### src/rtl/button_events_pkg.sv
// Shared types and constants for the front-panel button event generator.
package button_events_pkg;

  localparam int unsigned EVT_W = 2;

  typedef enum logic [EVT_W-1:0] {
    PRESS   = 2'd0,
    RELEASE = 2'd1,
    HOLD    = 2'd2,
    REPEAT  = 2'd3
  } evt_code_t;

  typedef enum logic [1:0] {
    UP   = 2'd0,
    DOWN = 2'd1,
    HELD = 2'd2
  } btn_state_t;

  function automatic int unsigned max_u(input int unsigned a, input int unsigned b);
    return (a > b) ? a : b;
  endfunction

endpackage

### src/rtl/button_events_if.sv
// Event handshake towards the parameter-edit controller.
interface button_events_if
  import button_events_pkg::*;
#(
  parameter int unsigned BW = 2
) ();

  logic             evt_valid;
  logic             evt_ready;
  logic [EVT_W-1:0] evt_code;
  logic [BW-1:0]    evt_btn;
  logic             evt_lost;

  modport master (
    output evt_valid,
    output evt_code,
    output evt_btn,
    output evt_lost,
    input  evt_ready
  );

  modport slave (
    input  evt_valid,
    input  evt_code,
    input  evt_btn,
    input  evt_lost,
    output evt_ready
  );

endinterface

### src/rtl/button_events_fifo.sv
// Small synchronous FIFO for queued button events; head is presented combinationally.
module event_fifo #(
  parameter int unsigned WIDTH = 4,
  parameter int unsigned DEPTH = 4
) (
  input  logic             clk,
  input  logic             rst_n,
  input  logic             push_i,
  input  logic [WIDTH-1:0] wdata_i,
  input  logic             pop_i,
  output logic [WIDTH-1:0] rdata_o,
  output logic             full_o,
  output logic             empty_o
);

  localparam int unsigned AW = (DEPTH > 1) ? $clog2(DEPTH) : 1;
  localparam int unsigned CW = AW + 1;

  logic [DEPTH-1:0][WIDTH-1:0] mem_q;
  logic [AW-1:0]               wr_ptr_q;
  logic [AW-1:0]               rd_ptr_q;
  logic [CW-1:0]               count_q;
  logic                        do_push;
  logic                        do_pop;

  assign full_o  = (count_q == CW'(DEPTH));
  assign empty_o = (count_q == '0);
  assign do_push = push_i & ~full_o;
  assign do_pop  = pop_i & ~empty_o;
  assign rdata_o = mem_q[rd_ptr_q];

  always_ff @(posedge clk or negedge rst_n) begin
    if (!rst_n) begin
      mem_q    <= '0;
      wr_ptr_q <= '0;
      rd_ptr_q <= '0;
      count_q  <= '0;
    end else begin
      if (do_push) begin
        mem_q[wr_ptr_q] <= wdata_i;
        wr_ptr_q        <= wr_ptr_q + 1'b1;
      end
      if (do_pop) begin
        rd_ptr_q <= rd_ptr_q + 1'b1;
      end
      case ({do_push, do_pop})
        2'b10:   count_q <= count_q + 1'b1;
        2'b01:   count_q <= count_q - 1'b1;
        default: count_q <= count_q;
      endcase
    end
  end

endmodule

### src/rtl/button_events.sv
// Turns debounced button levels into PRESS/RELEASE/HOLD/REPEAT events,
// buffered per button in a one-entry slot and then queued in a FIFO.
module button_events
  import button_events_pkg::*;
#(
  parameter int unsigned N_BTN      = 4,
  parameter int unsigned HOLD_CYC   = 25_000_000,
  parameter int unsigned REPEAT_CYC = 5_000_000,
  parameter int unsigned FIFO_DEPTH = 4
) (
  input  logic             clk,
  input  logic             rst_n,
  input  logic [N_BTN-1:0] btn,
  button_events_if.master  evt
);

  localparam int unsigned BW          = (N_BTN > 1) ? $clog2(N_BTN) : 1;
  localparam int unsigned TW_RAW      = $clog2(max_u(HOLD_CYC, REPEAT_CYC));
  localparam int unsigned TW          = (TW_RAW > 0) ? TW_RAW : 1;
  localparam int unsigned FW          = EVT_W + BW;
  localparam logic [TW-1:0] HOLD_LAST   = TW'(HOLD_CYC - 1);
  localparam logic [TW-1:0] REPEAT_LAST = TW'(REPEAT_CYC - 1);

  logic [N_BTN-1:0]             btn_q;
  logic [N_BTN-1:0]             slot_v;
  logic [N_BTN-1:0][EVT_W-1:0]  slot_code;
  logic [N_BTN-1:0]             drain;
  logic [N_BTN-1:0]             lost;
  logic                         lost_q;

  logic                         arb_found;
  logic [BW-1:0]                arb_sel;
  logic [N_BTN-1:0]             arb_onehot;

  logic                         fifo_push;
  logic                         fifo_pop;
  logic                         fifo_full;
  logic                         fifo_empty;
  logic [FW-1:0]                fifo_wdata;
  logic [FW-1:0]                fifo_rdata;

  always_ff @(posedge clk or negedge rst_n) begin
    if (!rst_n) begin
      btn_q  <= '0;
      lost_q <= 1'b0;
    end else begin
      btn_q  <= btn;
      lost_q <= lost_q | (|lost);
    end
  end

  for (genvar g = 0; g < N_BTN; g++) begin : g_btn
    btn_state_t    state_q, state_d;
    logic [TW-1:0] timer_q, timer_d;
    logic          emit;
    evt_code_t     emit_code;
    logic          slot_v_q, slot_v_d;
    evt_code_t     slot_code_q, slot_code_d;

    always_comb begin
      state_d     = state_q;
      timer_d     = timer_q;
      emit        = 1'b0;
      emit_code   = PRESS;
      slot_v_d    = slot_v_q;
      slot_code_d = slot_code_q;

      // Release is checked before expiry so it wins on the expiry cycle.
      unique case (state_q)
        UP: begin
          if (btn[g] && !btn_q[g]) begin
            emit      = 1'b1;
            emit_code = PRESS;
            state_d   = DOWN;
            timer_d   = '0;
          end
        end
        DOWN: begin
          timer_d = timer_q + 1'b1;
          if (!btn[g]) begin
            emit      = 1'b1;
            emit_code = RELEASE;
            state_d   = UP;
          end else if (timer_q == HOLD_LAST) begin
            emit      = 1'b1;
            emit_code = HOLD;
            state_d   = HELD;
            timer_d   = '0;
          end
        end
        HELD: begin
          timer_d = timer_q + 1'b1;
          if (!btn[g]) begin
            emit      = 1'b1;
            emit_code = RELEASE;
            state_d   = UP;
          end else if (timer_q == REPEAT_LAST) begin
            emit      = 1'b1;
            emit_code = REPEAT;
            timer_d   = '0;
          end
        end
        default: state_d = UP;
      endcase

      if (emit) begin
        slot_v_d    = 1'b1;
        slot_code_d = emit_code;
      end else if (drain[g]) begin
        slot_v_d    = 1'b0;
      end
    end

    always_ff @(posedge clk or negedge rst_n) begin
      if (!rst_n) begin
        state_q     <= UP;
        timer_q     <= '0;
        slot_v_q    <= 1'b0;
        slot_code_q <= PRESS;
      end else begin
        state_q     <= state_d;
        timer_q     <= timer_d;
        slot_v_q    <= slot_v_d;
        slot_code_q <= slot_code_d;
      end
    end

    assign slot_v[g]    = slot_v_q;
    assign slot_code[g] = slot_code_q;
    assign lost[g]      = emit & slot_v_q & ~drain[g];
  end

  always_comb begin
    arb_found  = 1'b0;
    arb_sel    = '0;
    arb_onehot = '0;
    for (int unsigned i = 0; i < N_BTN; i++) begin
      if (!arb_found && slot_v[i]) begin
        arb_found     = 1'b1;
        arb_sel       = BW'(i);
        arb_onehot[i] = 1'b1;
      end
    end
  end

  assign fifo_push  = arb_found & ~fifo_full;
  assign drain      = fifo_push ? arb_onehot : '0;
  assign fifo_wdata = {slot_code[arb_sel], arb_sel};
  assign fifo_pop   = ~fifo_empty & evt.evt_ready;

  event_fifo #(
    .WIDTH (FW),
    .DEPTH (FIFO_DEPTH)
  ) u_fifo (
    .clk     (clk),
    .rst_n   (rst_n),
    .push_i  (fifo_push),
    .wdata_i (fifo_wdata),
    .pop_i   (fifo_pop),
    .rdata_o (fifo_rdata),
    .full_o  (fifo_full),
    .empty_o (fifo_empty)
  );

  assign evt.evt_valid              = ~fifo_empty;
  assign {evt.evt_code, evt.evt_btn} = fifo_rdata;
  assign evt.evt_lost               = lost_q;

endmodule
### src/flat_wrapper.sv
// flat-port wrapper written by rule: the top's interface ports become plain ports
module button_events_flat import button_events_pkg::*;
#(
  parameter int unsigned N_BTN      = 4,
  parameter int unsigned HOLD_CYC   = 25_000_000,
  parameter int unsigned REPEAT_CYC = 5_000_000,
  parameter int unsigned FIFO_DEPTH = 4
)
  (clk, rst_n, btn, evt_evt_valid, evt_evt_code, evt_evt_btn, evt_evt_lost, evt_evt_ready);
  button_events_if evt_i ();
  input  logic clk;
  input  logic rst_n;
  input  logic [N_BTN-1:0] btn;
  output wire logic [$bits(evt_i.evt_valid)-1:0] evt_evt_valid;
  output wire logic [$bits(evt_i.evt_code)-1:0] evt_evt_code;
  output wire logic [$bits(evt_i.evt_btn)-1:0] evt_evt_btn;
  output wire logic [$bits(evt_i.evt_lost)-1:0] evt_evt_lost;
  input wire logic [$bits(evt_i.evt_ready)-1:0] evt_evt_ready;
  assign evt_evt_valid = evt_i.evt_valid;
  assign evt_evt_code = evt_i.evt_code;
  assign evt_evt_btn = evt_i.evt_btn;
  assign evt_evt_lost = evt_i.evt_lost;
  assign evt_i.evt_ready = evt_evt_ready;
  button_events #(.N_BTN(N_BTN), .HOLD_CYC(HOLD_CYC), .REPEAT_CYC(REPEAT_CYC), .FIFO_DEPTH(FIFO_DEPTH)) u_core (.clk(clk), .rst_n(rst_n), .btn(btn), .evt(evt_i));
endmodule
### config.mk
export PLATFORM = sky130hd
export DESIGN_NAME = button_events_flat
export DESIGN_NICKNAME = d
export VERILOG_FILES = /design/src/rtl/button_events_pkg.sv /design/src/rtl/button_events_if.sv /design/src/rtl/button_events_fifo.sv /design/src/rtl/button_events.sv /design/src/flat_wrapper.sv
export SDC_FILE = /design/constraint.sdc
export NUM_CORES = 1
export LEC_CHECK = 0
export CAP_MARGIN = 10
export CORE_MARGIN = 3
export CORE_UTILIZATION = 55
export CTS_CLUSTER_DIAMETER = 60
export DETAILED_ROUTE_END_ITERATION = 6
export GPL_ROUTABILITY_DRIVEN = 0
export PLACE_DENSITY = 0.71
export SKIP_LAST_GASP = 1
export SYNTH_ARGS = -nofsm -noshare
export SYNTH_HDL_FRONTEND = slang
export SYNTH_SLANG_ARGS = --single-unit
export TNS_END_PERCENT = 100
### constraint.sdc
create_clock -name clk -period 3.5 [get_ports clk]
set_clock_uncertainty 0.1 [all_clocks]
set_input_delay 0.7 -clock clk [delete_from_list [all_inputs] [get_ports clk]]
set_output_delay 0.7 -clock clk [all_outputs]
set_load 0.02 [all_outputs]
# Word-level counts from Yosys, hierarchy flattened
# Cells that the tools add are included.
# classes
n_lt_le_gt_ge	4
mux	115
eq_ne	31
reduce_logical	38
bitwise_logic	19
addsub	8
# ops
operator	n
$mux 25	20
$pmux 25 s3	4
$add 25x1->25 const B	4
$eq 25x23->1 const B	4
$eq 25x25->1 const B	4
$mux 2	35
$mux 1	36
$pmux 2 s3	4
$bwmux 16	1
$pmux 2 s2	4
$and 1x1->1	12
$mux 4	3
$ne 3x2->1 const B	4
$pmux 1 s3	4
$reduce_and 3->1	4
$reduce_bool 3->1	4
$eq 2x1->1 const B	5
$eq 2x2->1 const B	5
$reduce_bool 2->1	5
$lt 2x3->1 const B	3
$bmux 4 s2	1
$demux 4 s2	1
$logic_and 1x1->1	8
$logic_not 2->1	4
other kinds (15)	36
# totals
word_cells	240
out_inout_bits	6
in_bits	7
register_bits	148

# Logic depth before layout (Yosys ltp)
# Gate-level depths: netlist (run 1).
# logic_depth
ltp_word	16
depth_mapped	11
ltp_nobuf	10

# By module
# Synthesis (run 1) repeated with hierarchy kept, for this count alone.
# hier_totals
cells_unflattened	858
area_unflattened_um2	8216.6
# modules_own_cells
mod	n_inst	seq_area_each_um2	cells_each	area_per_inst_um2
button_events	1	3128.0	781	7111.8
event_fifo	1	575.6	77	1104.8

# Worst setup path before layout (run 1)
# No wires, ideal clock.
# synth_timing
path_kind	flip-flop to flip-flop
startpoint	reg u_core.g_btn[3].timer_q[0]
endpoint	reg u_core.lost_q, in the netlist u_core.evt.evt_lost
setup_slack_ns	1.144
path_buffers	0
synth_period_minus_slack_ns	2.356
setup_time_ns	0.139
arrival_ns	2.117
stages_incl_launch_ff	8
t_required_ns	3.261
cell_sequence	dfrtp_1 -> ha_1 -> and4_1 -> nand4_1 -> nor3_1 -> o31ai_1 -> o22ai_1 -> or4_1
# synth_via
elab_chain_len	8
# synth_rtl
item	line_no	rtl
start, declared	button_events.sv:54	logic [TW-1:0] timer_q, timer_d;
start signal, assigned	button_events.sv:122	timer_q <= timer_d;
$eq 25x23->1 / $eq 25x25->1 (equally long branches)	button_events.sv:97, button_events.sv:84	
$mux 1, on equally long branches	button_events.sv:97, button_events.sv:84	
$mux 1, on equally long branches	button_events.sv:93, button_events.sv:80	
$pmux 1 s3 (*)	button_events.sv:69	unique case (state_q)
$and 1x1->1 (*) (2 in a row)	button_events.sv:130	assign lost[g] = emit & slot_v_q & ~drain[g];
$reduce_or 4->1 (*)	button_events.sv:48	lost_q <= lost_q | (|lost);
$or 1x1->1 (*)	button_events.sv:48	
end signal, assigned	button_events.sv:48	
end, declared	button_events.sv:29	logic lost_q;
# Every way passes the cells marked *; elsewhere a longest branch is shown, timed or not.
# A chain may end at the register's enable or synchronous reset.

# Worst setup path after layout (run 1)
# layout_timing
startpoint	reg u_core.u_fifo.rd_ptr_q[0]
endpoint	out evt_evt_btn[1]
# layout_via
elab_chain_len	2
# layout_rtl
item	line_no	rtl
start, declared	button_events_fifo.sv:21	logic [AW-1:0] rd_ptr_q;
start signal, assigned	button_events_fifo.sv:44	rd_ptr_q <= rd_ptr_q + 1'b1;
$bmux 4 s2	button_events_fifo.sv:30	assign rdata_o = mem_q[rd_ptr_q];
$mux 4 (implied by the code)	button_events_fifo.sv:30	
end, declared	flat_wrapper.sv:16	output wire logic [$bits(evt_i.evt_btn)-1:0] evt_evt_btn;
# No other way between the ends. The select of a mux whose other input is x is not followed.

==> results of run 1 <==
cell type report:
| class | instances | area, sq um |
|---|---|---|
| Clock inverter | 12 | 130.1 |
| Multi-Input combinational cell | 659 | 4182 |
| Clock buffer | 20 | 446.7 |
| Fill cell | 1213 | 5135 |
| Sequential cell | 148 | 3704 |
| Inverter | 50 | 187.7 |
| Tap cell | 180 | 225.2 |
| Timing Repair Buffer | 20 | 193.9 |
kinds of logic (layout without fill, tap and decap cells):
| logic type | after synthesis | in the layout | synth area share (%) |
|---|---|---|---|
| and+or+nand+nor | 409 | 409 | 25.60 |
| DFF | 148 | 148 | 45.29 |
| AOI/OAI and AO/OA | 140 | 140 | 11.09 |
| buffers and inverters | 68 | 102 | 3.580 |
| xor gates and xnor gates | 66 | 66 | 7.069 |
| adders and majority gates | 27 | 27 | 4.223 |
| muxes | 17 | 17 | 3.152 |
Yosys cell counts, types with 5 or more instances:
library cell	instances	area share, %
nand3_1	42	2.6
or4_1	5	0.46
clkbuf_1	10	0.46
a21oi_1	29	1.8
nand4_1	34	2.6
a22o_1	6	0.64
a21o_1	10	0.92
and2_1	6	0.46
ha_1	26	4.0
mux2_2	10	1.4
and4_1	5	0.54
nor4_1	9	0.69
nor3_1	21	1.3
nor2b_1	7	0.54
nand2_1	107	4.9
nor2_1	105	4.8
o21ai_0	51	3.1
inv_1	50	2.3
xnor2_1	27	2.9
or3_1	15	1.1
nand2b_1	7	0.54
dfrtp_1	148	45
xor2_1	39	4.2
mux4_2	6	1.7
o31ai_1	7	0.64
and3_1	13	0.99
flip-flops by register name, indices dropped and copies added (netlist names):
name	count
u_core.btn_q	4
u_core.evt.evt_lost	1
u_core.g_btn.slot_code_q	8
u_core.g_btn.slot_v_q	4
u_core.g_btn.state_q	8
u_core.g_btn.timer_q	100
u_core.u_fifo.count_q	3
u_core.u_fifo.mem_q	16
u_core.u_fifo.rd_ptr_q	2
u_core.u_fifo.wr_ptr_q	2
report_power, final:
| part | internal (mW) | total [mW] | switching (mW) |
|---|---|---|---|
| combinational | 0.654 | 1.71 | 1.06 |
| sequential | 1.93 | 2.13 | 0.197 |
| clock | 1.07 | 1.78 | 0.707 |
final timing paths:
check,depth (start not counted),slack (ps),end,startpoint
max in group asynchronous,2,2350,u_core.g_btn[3].timer_q[7],rst_n
setup reg to reg,7,750,u_core.g_btn[3].timer_q[2],u_core.g_btn[3].timer_q[0]
hold reg to reg,2,380,u_core.g_btn[3].slot_code_q[0],u_core.g_btn[3].slot_code_q[0]
min in group clk,2,380,u_core.g_btn[3].slot_code_q[0],u_core.g_btn[3].slot_code_q[0]
hold / removal,1,180,u_core.g_btn[1].timer_q[3],rst_n
setup / recovery,2,650,evt_evt_btn[1],u_core.u_fifo.rd_ptr_q[0]
worst max-delay path, cell delays in order (launching register included):
cell and delay [ps]:
dfrtp_1 530, mux4_2 550, clkdlybuf4s50_1 550
through the flow:
stage	instance area, sq um	hold slack (ps)	util [%]	setup WS (ps)	power, mW
global route	9069	234.1	63.85	503.9	6.021
finish	9069	182.0	63.85	652.9	5.616
detailed placement	8492	372.2	59.79	384.2	3.881
floorplan	8178	304.4	-	1144	3.449
global placement	8492	357.5	59.79	489.7	3.790
CTS	9069	210.2	63.85	610.6	5.675
routing by layer:
| layer | vias to the layer above | routed length [um] |
|---|---|---|
| met4 | 0 | 163 |
| li1 | 3121 | - |
| met5 | - | 0 |
| met2 | 118 | 7952 |
| met3 | 14 | 654 |
| met1 | 3093 | 7995 |
==> impl_summary.txt, run 1 <==
----------------------------------------------------
[Timing]
  Final Hold Viols ... 0
  Slew Viols, Final ... 0
  Setup violation total in the final timing report ... 0
  RSZ-0062 raised after global routing ... no
  Max_slew headroom ... ~36%
  Slew at the pin with the worst max-slew slack ... 950.0 ps
  Maximum achievable frequency ... 351.2 MHz
  Post-Route Setup TNS ... 0 ps
  Part of the cycle the worst path needs ... 81.35%
  Time the final worst path needs with I/O delays and setup ... 2847 ps

[Route]
  Vias per cell ... 5.827
  Antenna Nets Post-Route ... 0
  Remaining DRCs ... 0
  Router iterations before antenna repair ... 5
  1st-iter DRT viols ... 485
  Routed wire length per instance ... 15.40 um
  Via count ... 6346
  Final Routed Wirelength ... 16770 um

[GRT]
  Met1 GRT Util ... 31.47%
  Vias in the first global route ... 6463
  Global-route wire length before repair ... 30150 um
  Overall routing resource usage ... 22.16%
  Pin count of the biggest net entering global routing ... between 60 and 70
  Initial antenna violation count ... 0
  Routing layer with the top usage in global route ... met2
  Sum of overflow across all layers after global routing ... 0
  Met3 track demand over resource ... 4.333%
  M2 GR Usage ... 34.63%

[Power and ir drop]
  Highest ir drop seen on vdd ... 0.4576 mV
  Power per Cell Area ... slightly above 600 mW/mm^2
  Leakage ... 3.873 nW

[Die]
  Horizontal extent of the die ... ~130 um
  Starting Density ... around 58%
  Core Area ... 0.01420 sq mm
  Ports placed on the boundary ... 13
  Die H ... 127.9 um
  Die area ... 0.01637 sq mm
  Row Count ... between 40 and 50

[Synthesis]
  Cells after synthesis ... 875
  Distinct cells, synth ... 69
  Synth Net Count ... 909
  Average footprint of a synthesized cell ... ~9.3 sq um
  Count of warnings emitted by yosys ... 0
  Number of synthesized flops with an enable pin ... 0
  Top flip-flop cell by instance count after synthesis ... dfrtp_1
  Post-Synthesis Cell Area ... a little over 0.008 sq mm
  Post-synthesis sequential area ratio ... 45.29%
  Number of synthesized register bits ... 148
  Proportion of register bits with asynchronous set or reset after synthesis ... 100.0%

[Clock network]
  Number of H-tree levels ... 4
  Clock latency on the worst-skew pair ... 420 ps
  Number of CTS-inserted buffers ... 17
  Clk buf depth ... 2
  CTS hold repair buffers ... 0
  Clock tree from TritonCTS ... built
  Number of resized instances in the post-cts repair step ... 0
  Clock transition at the register clock pins on the worst setup and hold paths after CTS ... 60 ps
  Post-CTS Setup Inserts ... 0
  Clock root buffer ... clkbuf_16
  Clock Sink Count ... 148

[Setup path]
  Element type at the critical path end ... primary output
  Largest fanout on the critical path ... 6
  Worst Path Required ... ~2700 ps
  Nature of the critical path startpoint ... register
  Type of the worst setup path ... register to primary output
  WP data arrival ... between 2000 and 2500 ps

[Finish]
  Inserted Diodes ... 0
  Commonest non-fill, non-tap cell in the layout ... dfrtp_1
  Synthesis-to-finish area growth ... 10.89%
  Layout cells sized above 1 ... 8.031%
  Most used cells in the layout excluding fill and tap cells ... dfrtp_1 (148), nand2_1 (107), nor2_1 (105), o21ai_0 (51), inv_1 (50)
  Final layout net count ... 930
  Final cell count without fillers ... 1089

[Run]
  Max Cap Violations ... 0

[Placed design]
  I/O Buffers ... 12
  DP HPWL ... 11870 um
  Cell count after placement ... 1057

[Hold path]
  Worst min path class ... primary input to async pin

[Status]
  Status ... finished clean

----------------------------------------------------
(Power assumes the default switching activity.)
==> inputs of run 2 (changes only) <==
==> constraint.sdc (replaced) <==
create_clock -name clk -period 2.7 [get_ports clk]
set_clock_uncertainty 0.1 [all_clocks]
set_input_delay 0.54 -clock clk [delete_from_list [all_inputs] [get_ports clk]]
set_output_delay 0.54 -clock clk [all_outputs]
set_load 0.02 [all_outputs]
==> impl_summary.txt, run 2 (same netlist as run 1, synthesis figures left out) <==
----------------------------------------------------
[Clock network]
  Clock tree from TritonCTS ... built
  Clock root buffer ... clkbuf_16
  Clock latency on the worst-skew pair ... 420 ps
  Number of H-tree levels ... 4
  Post-CTS Setup Inserts ... 0
  Clock transition at the register clock pins on the worst setup and hold paths after CTS ... 60 ps
  Number of CTS-inserted buffers ... 17
  Clock Sink Count ... 148
  Clk buf depth ... 2

[Route]
  Routed wire length per instance ... between 15 and 20 um
  Antenna Nets Post-Route ... 0
  Remaining DRCs ... 0
  Via count ... 6556
  Vias per cell ... 5.880
  Final Routed Wirelength ... roughly 17000 um
  Router iterations before antenna repair ... 5
  1st-iter DRT viols ... between 400 and 500

[Finish]
  Largest registers ... u_core.g_btn.timer_q x100, u_core.u_fifo.mem_q x16
  Most used cells in the layout excluding fill and tap cells ... dfrtp_1 (147), nand2_1 (107), nor2_1 (104), o21ai_0 (51), inv_1 (50)
  Core occupancy in the finished layout ... 65.35%
  Synthesis-to-finish area growth ... 13.51%
  Largest register by flop count ... u_core.g_btn.timer_q
  Commonest non-fill, non-tap cell in the layout ... dfrtp_1
  Final Instance Area ... 0.009283 sq mm
  Final layout net count ... 957
  Final cell count without fillers ... between 1000 and 1500
  Layout cells sized above 1 ... 10.80%
  Number of flip-flops under the largest register name ... 100
  Inserted Diodes ... 0
  Filler Cells Inserted ... around 1100

[GRT]
  Initial antenna violation count ... 0
  Sum of overflow across all layers after global routing ... 0
  Overall routing resource usage ... 22.20%
  Pin count of the biggest net entering global routing ... 54
  Routing layer with the top usage in global route ... met2
  Global-route wire length before repair ... around 30000 um
  Met3 track demand over resource ... 5.542%
  Met1 GRT Util ... 30.20%
  Vias in the first global route ... 6426
  M2 GR Usage ... 35.77%

[Run]
  Max Cap Violations ... 0

[Die]
  Starting Density ... 57.58%
  Horizontal extent of the die ... 127.9 um
  Ports placed on the boundary ... 13
  Row Count ... 43
  Die H ... 127.9 um
  Core Area ... 0.01420 sq mm
  Die area ... 0.01637 sq mm

[Setup path]
  Nature of the critical path startpoint ... register
  Element type at the critical path end ... primary output
  Worst reg2reg setup slack ... 170 ps
  Worst Path Required ... 2060 ps
  Startpoint of the most critical setup path ... u_core.u_fifo.rd_ptr_q[0]
  Largest fanout on the critical path ... 6
  Type of the worst setup path ... register to primary output
  WP data arrival ... 1960 ps
  Worst reg2reg startpoint ... u_core.g_btn[1].timer_q[0]
  Worst r2r dst ... u_core.g_btn[1].timer_q[11]
  Worst r2r path cells ... 7

[Placed design]
  DP HPWL ... 12290 um
  Cell count after placement ... 1083
  Worst slack, placed ... -48.10 ps
  Placement Cell Area ... 0.008700 sq mm
  I/O Buffers ... 12

[Timing]
  Post-Route Setup TNS ... 0 ps
  Maximum achievable frequency ... 384.5 MHz
  Final Hold Viols ... 0
  Max_slew headroom ... 56.50%
  Slew at the pin with the worst max-slew slack ... 645.7 ps
  Setup violation total in the final timing report ... 0
  Post-layout worst setup margin ... 99.35 ps
  RSZ-0062 raised after global routing ... no
  Slew Viols, Final ... 0
  Time the final worst path needs with I/O delays and setup ... 2601 ps
  Part of the cycle the worst path needs ... 96.32%

[Hold path]
  Worst min path class ... register to register
  Worst Hold Path Cells ... 2
  Hold-critical path endpoint ... u_core.u_fifo.mem_q[1]
  Worst min-delay path startpoint ... u_core.u_fifo.mem_q[1]

[Power and ir drop]
  Leakage ... 4.004 nW
  Highest ir drop seen on vdd ... 0.5302 mV
  Power per Cell Area ... 801.6 mW/mm^2

[Status]
  Status ... finished clean

----------------------------------------------------
run 2: area by class of cell:
class	instances	area, sq um	area share [%]
inverters	50	187.7	2.022
well taps	180	225.2	2.426
repair buffers	47	411.6	4.435
multi-input cells	659	4185	45.09
clock inverters	10	107.6	1.159
flip-flops and latches	148	3705	39.91
clock buffers	21	460.4	4.960
run 2: worst max path at each step:
stage / endpoint / slack [ps] / cells after the start
after global placement: u_core.g_btn[1].timer_q[19] / 40 / 7
after global routing: evt_evt_btn[1] / 20 / 2
after CTS: evt_evt_btn[0] / 70 / 2
after floorplan: u_core.evt.evt_lost / 340 / 7
after detailed placement: u_core.g_btn[1].timer_q[11] / -50 / 7
final: evt_evt_btn[0] / 100 / 2
run 2: critical path, cell delays in order, from the launching register on:
cell	delay, ps
dfrtp_2	460
mux4_2	530
clkdlybuf4s50_1	550
run 2: power breakdown:
part | total, mW | internal [mW] | switching, mW
clock | 2.28 | 1.39 | 0.883
sequential | 2.76 | 2.51 | 0.257
combinational | 2.40 | 0.974 | 1.43
total | 7.44 | 4.87 | 2.57
run 2: routing by layer:
metal | wire, um | vias up | share of wire, %
met5 | 0 | - | 0
met4 | 164 | 0 | 0.95
met3 | 702 | 20 | 4.1
met2 | 8193 | 151 | 47
met1 | 8207 | 3187 | 48
li1 | - | 3198 | -
run 2: repair_timing:
item | in CTS | in global routing
gates resized for setup | 2 | 1
hold endpoints to repair | 41 | 0
setup endpoints to repair | 18 | 2
gates cloned | 0 | 0
hold buffers | 1 | 0
run 2: per-stage QoR:
stage	hold slack, ps	power, mW
after floorplan	144.4	4.471
after global placement	357.7	5.053
after detailed placement	370.6	5.175
after CTS	383.3	7.491
after global routing	394.0	7.907
final	380.0	7.441
==> inputs of run 3 (changes only) <==
--- a/config.mk
+++ b/config.mk
@@ -8,6 +8,7 @@
 export CAP_MARGIN = 10
 export CORE_MARGIN = 3
 export CORE_UTILIZATION = 55
+export CTS_BUF_LIST = sky130_fd_sc_hd__clkbuf_8 sky130_fd_sc_hd__clkbuf_16
 export CTS_CLUSTER_DIAMETER = 60
 export DETAILED_ROUTE_END_ITERATION = 6
 export GPL_ROUTABILITY_DRIVEN = 0
==> impl_summary.txt, run 3 (same netlist as run 1, synthesis figures left out) <==
----------------------------------------------------
[GRT]
  Sum of overflow across all layers after global routing ... 0
  Overall routing resource usage ... 22.20%
  Vias in the first global route ... 6426
  Pin count of the biggest net entering global routing ... 54
  Initial antenna violation count ... 0
  Global-route wire length before repair ... 29970 um

[Route]
  Routed wire length per instance ... 15.47 um
  Router iterations before antenna repair ... 6
  Vias per cell ... just under 6
  Via count ... 6580
  Antenna Nets Post-Route ... 0
  Remaining DRCs ... 0
  Final Routed Wirelength ... 17250 um
  1st-iter DRT viols ... 417

[Finish]
  Core occupancy in the finished layout ... 65.35%
  Largest registers ... u_core.g_btn.timer_q x100, u_core.u_fifo.mem_q x16
  Synthesis-to-finish area growth ... 13.51%
  Inserted Diodes ... 0
  Most used cells in the layout excluding fill and tap cells ... dfrtp_1 (147), nand2_1 (107), nor2_1 (104), inv_1 (52), o21ai_0 (51)
  Layout cells sized above 1 ... 10.80%
  Commonest non-fill, non-tap cell in the layout ... dfrtp_1
  Largest register by flop count ... u_core.g_btn.timer_q
  Final layout net count ... 957
  Number of flip-flops under the largest register name ... 100
  Final Instance Area ... 0.009283 sq mm

[Setup path]
  Element type at the critical path end ... primary output
  Worst Path Required ... 2060 ps
  Largest incremental delay on the critical path ... between 500 and 600 ps
  Top delay family on crit path ... buffers and inverters
  CP Cell Sequence ... mux4_2 > clkdlybuf4s50_1
  Cell with the largest stage delay on the worst path ... clkdlybuf4s50_1
  WP data arrival ... 1960 ps
  Buffers and inverters on the worst path ... 1
  Type of the worst setup path ... register to primary output
  Nature of the critical path startpoint ... register
  Largest fanout on the critical path ... 6

[Clock network]
  Clock transition at the register clock pins on the worst setup and hold paths after CTS ... 60 ps
  Clk buf depth ... 2
  Clock tree from TritonCTS ... built
  Clock root buffer ... clkbuf_16
  Number of CTS-inserted buffers ... 17
  Post-CTS Setup Inserts ... 0
  Clock latency on the worst-skew pair ... 420 ps
  Clock Sink Count ... 148
  Number of H-tree levels ... 4

[Timing]
  RSZ-0062 raised after global routing ... no
  Min Hold Slack ... roughly 380 ps
  Part of the cycle the worst path needs ... 96.33%
  Time the final worst path needs with I/O delays and setup ... around 2600 ps
  Post-Route Setup TNS ... 0 ps
  Setup violation total in the final timing report ... 0
  Final Hold Viols ... 0
  Slew at the pin with the worst max-slew slack ... roughly 650 ps
  Maximum achievable frequency ... 384.5 MHz
  Slew Viols, Final ... 0
  Max_slew headroom ... 56.39%

[Die]
  Die H ... 127.9 um
  Horizontal extent of the die ... 127.9 um
  Die area ... approximately 0.016 sq mm
  Row Count ... 43
  Core Area ... 0.01420 sq mm
  Ports placed on the boundary ... 13
  Starting Density ... 57.58%

[Run]
  Max Cap Violations ... 0

[Status]
  Status ... finished clean

[Power and ir drop]
  Power per Cell Area ... 800.6 mW/mm^2
  Highest ir drop seen on vdd ... about 0.53 mV
  Leakage ... about 4 nW

[Placed design]
  Placement Cell Area ... 0.008700 sq mm
  DP HPWL ... 12290 um
  I/O Buffers ... 12

[Hold path]
  Worst min path class ... register to register

----------------------------------------------------
==> run 3: cell types whose count changed in the layout (fill, tap and decap cells not counted) <==
cell	previous run	this run
clkbuf_1	2	0
inv_1	50	52
==> run 3: layout make-up <==
cell class | count | area [sq um]
timing repair buffer | 47 | 411.6
tap | 180 | 225.2
clock inverter | 12 | 115.1
sequential | 148 | 3705
clock buffer | 19 | 452.9
fill | 1137 | 4921
multi-input combinational | 659 | 4185
inverter | 50 | 187.7
==> run 3: path summary, 6_finish.rpt <==
| path | from | slack (ps) | endpoint | cells after the start |
|---|---|---|---|---|
| max in group asynchronous | rst_n | 1150 | u_core.u_fifo.rd_ptr_q[0] | 3 |
| min in group asynchronous | rst_n | 540 | u_core.g_btn[1].timer_q[3] | 2 |
| hold / removal | u_core.u_fifo.mem_q[0] | 380 | u_core.u_fifo.mem_q[0] | 2 |
| hold reg to reg | u_core.u_fifo.mem_q[0] | 380 | u_core.u_fifo.mem_q[0] | 2 |
| setup / recovery | u_core.u_fifo.rd_ptr_q[0] | 100 | evt_evt_btn[0] | 2 |
| setup reg to reg | u_core.g_btn[1].timer_q[0] | 170 | u_core.g_btn[1].timer_q[11] | 7 |
==> run 3: per-layer routing <==
metal	global-route usage, %	up-vias	routed length (um)
met1	30.20	3190	8133
met3	5.542	25	728
li1	-	3201	-
met2	35.77	164	8204
met5	0	-	0
met4	5.868	0	186
==> run 3: tightest hold or removal path, delay by kind of cell, from the launching register on <==
| kind | cells | cell delay [ps] |
|---|---|---|
| compound gates | 1 | 60 |
| flops | 1 | 340 |
| simple gates | 1 | 50 |
==> run 3: through the flow <==
| stage | worst slack, ps | power, mW | std cells |
|---|---|---|---|
| 6_report | 99.07 | 7.432 | 1115 |
| 5_1_grt | 22.09 | 7.900 | 1115 |
| 4_1_cts | 73.94 | 7.484 | 1115 |
| 3_5_place_dp | -48.10 | 5.175 | 1083 |
| 3_3_place_gp | 37.71 | 5.053 | 1083 |
| 2_1_floorplan | 344.1 | 4.471 | 875 |
==> run 3: what timing repair did <==
| item | CTS | global route |
|---|---|---|
| endpoints found under the hold margin | 41 | 0 |
| endpoints found under the setup margin | 18 | 2 |
| hold buffers | 1 | 0 |
| gates resized for setup | 2 | 1 |
| gates cloned | 0 | 0 |
| pin swaps | 0 | 0 |
==> run 3: where the power goes <==
part	internal, mW	switching, mW
Sequential	2.51	0.257
Combinational	0.974	1.42
Clock	1.39	0.884
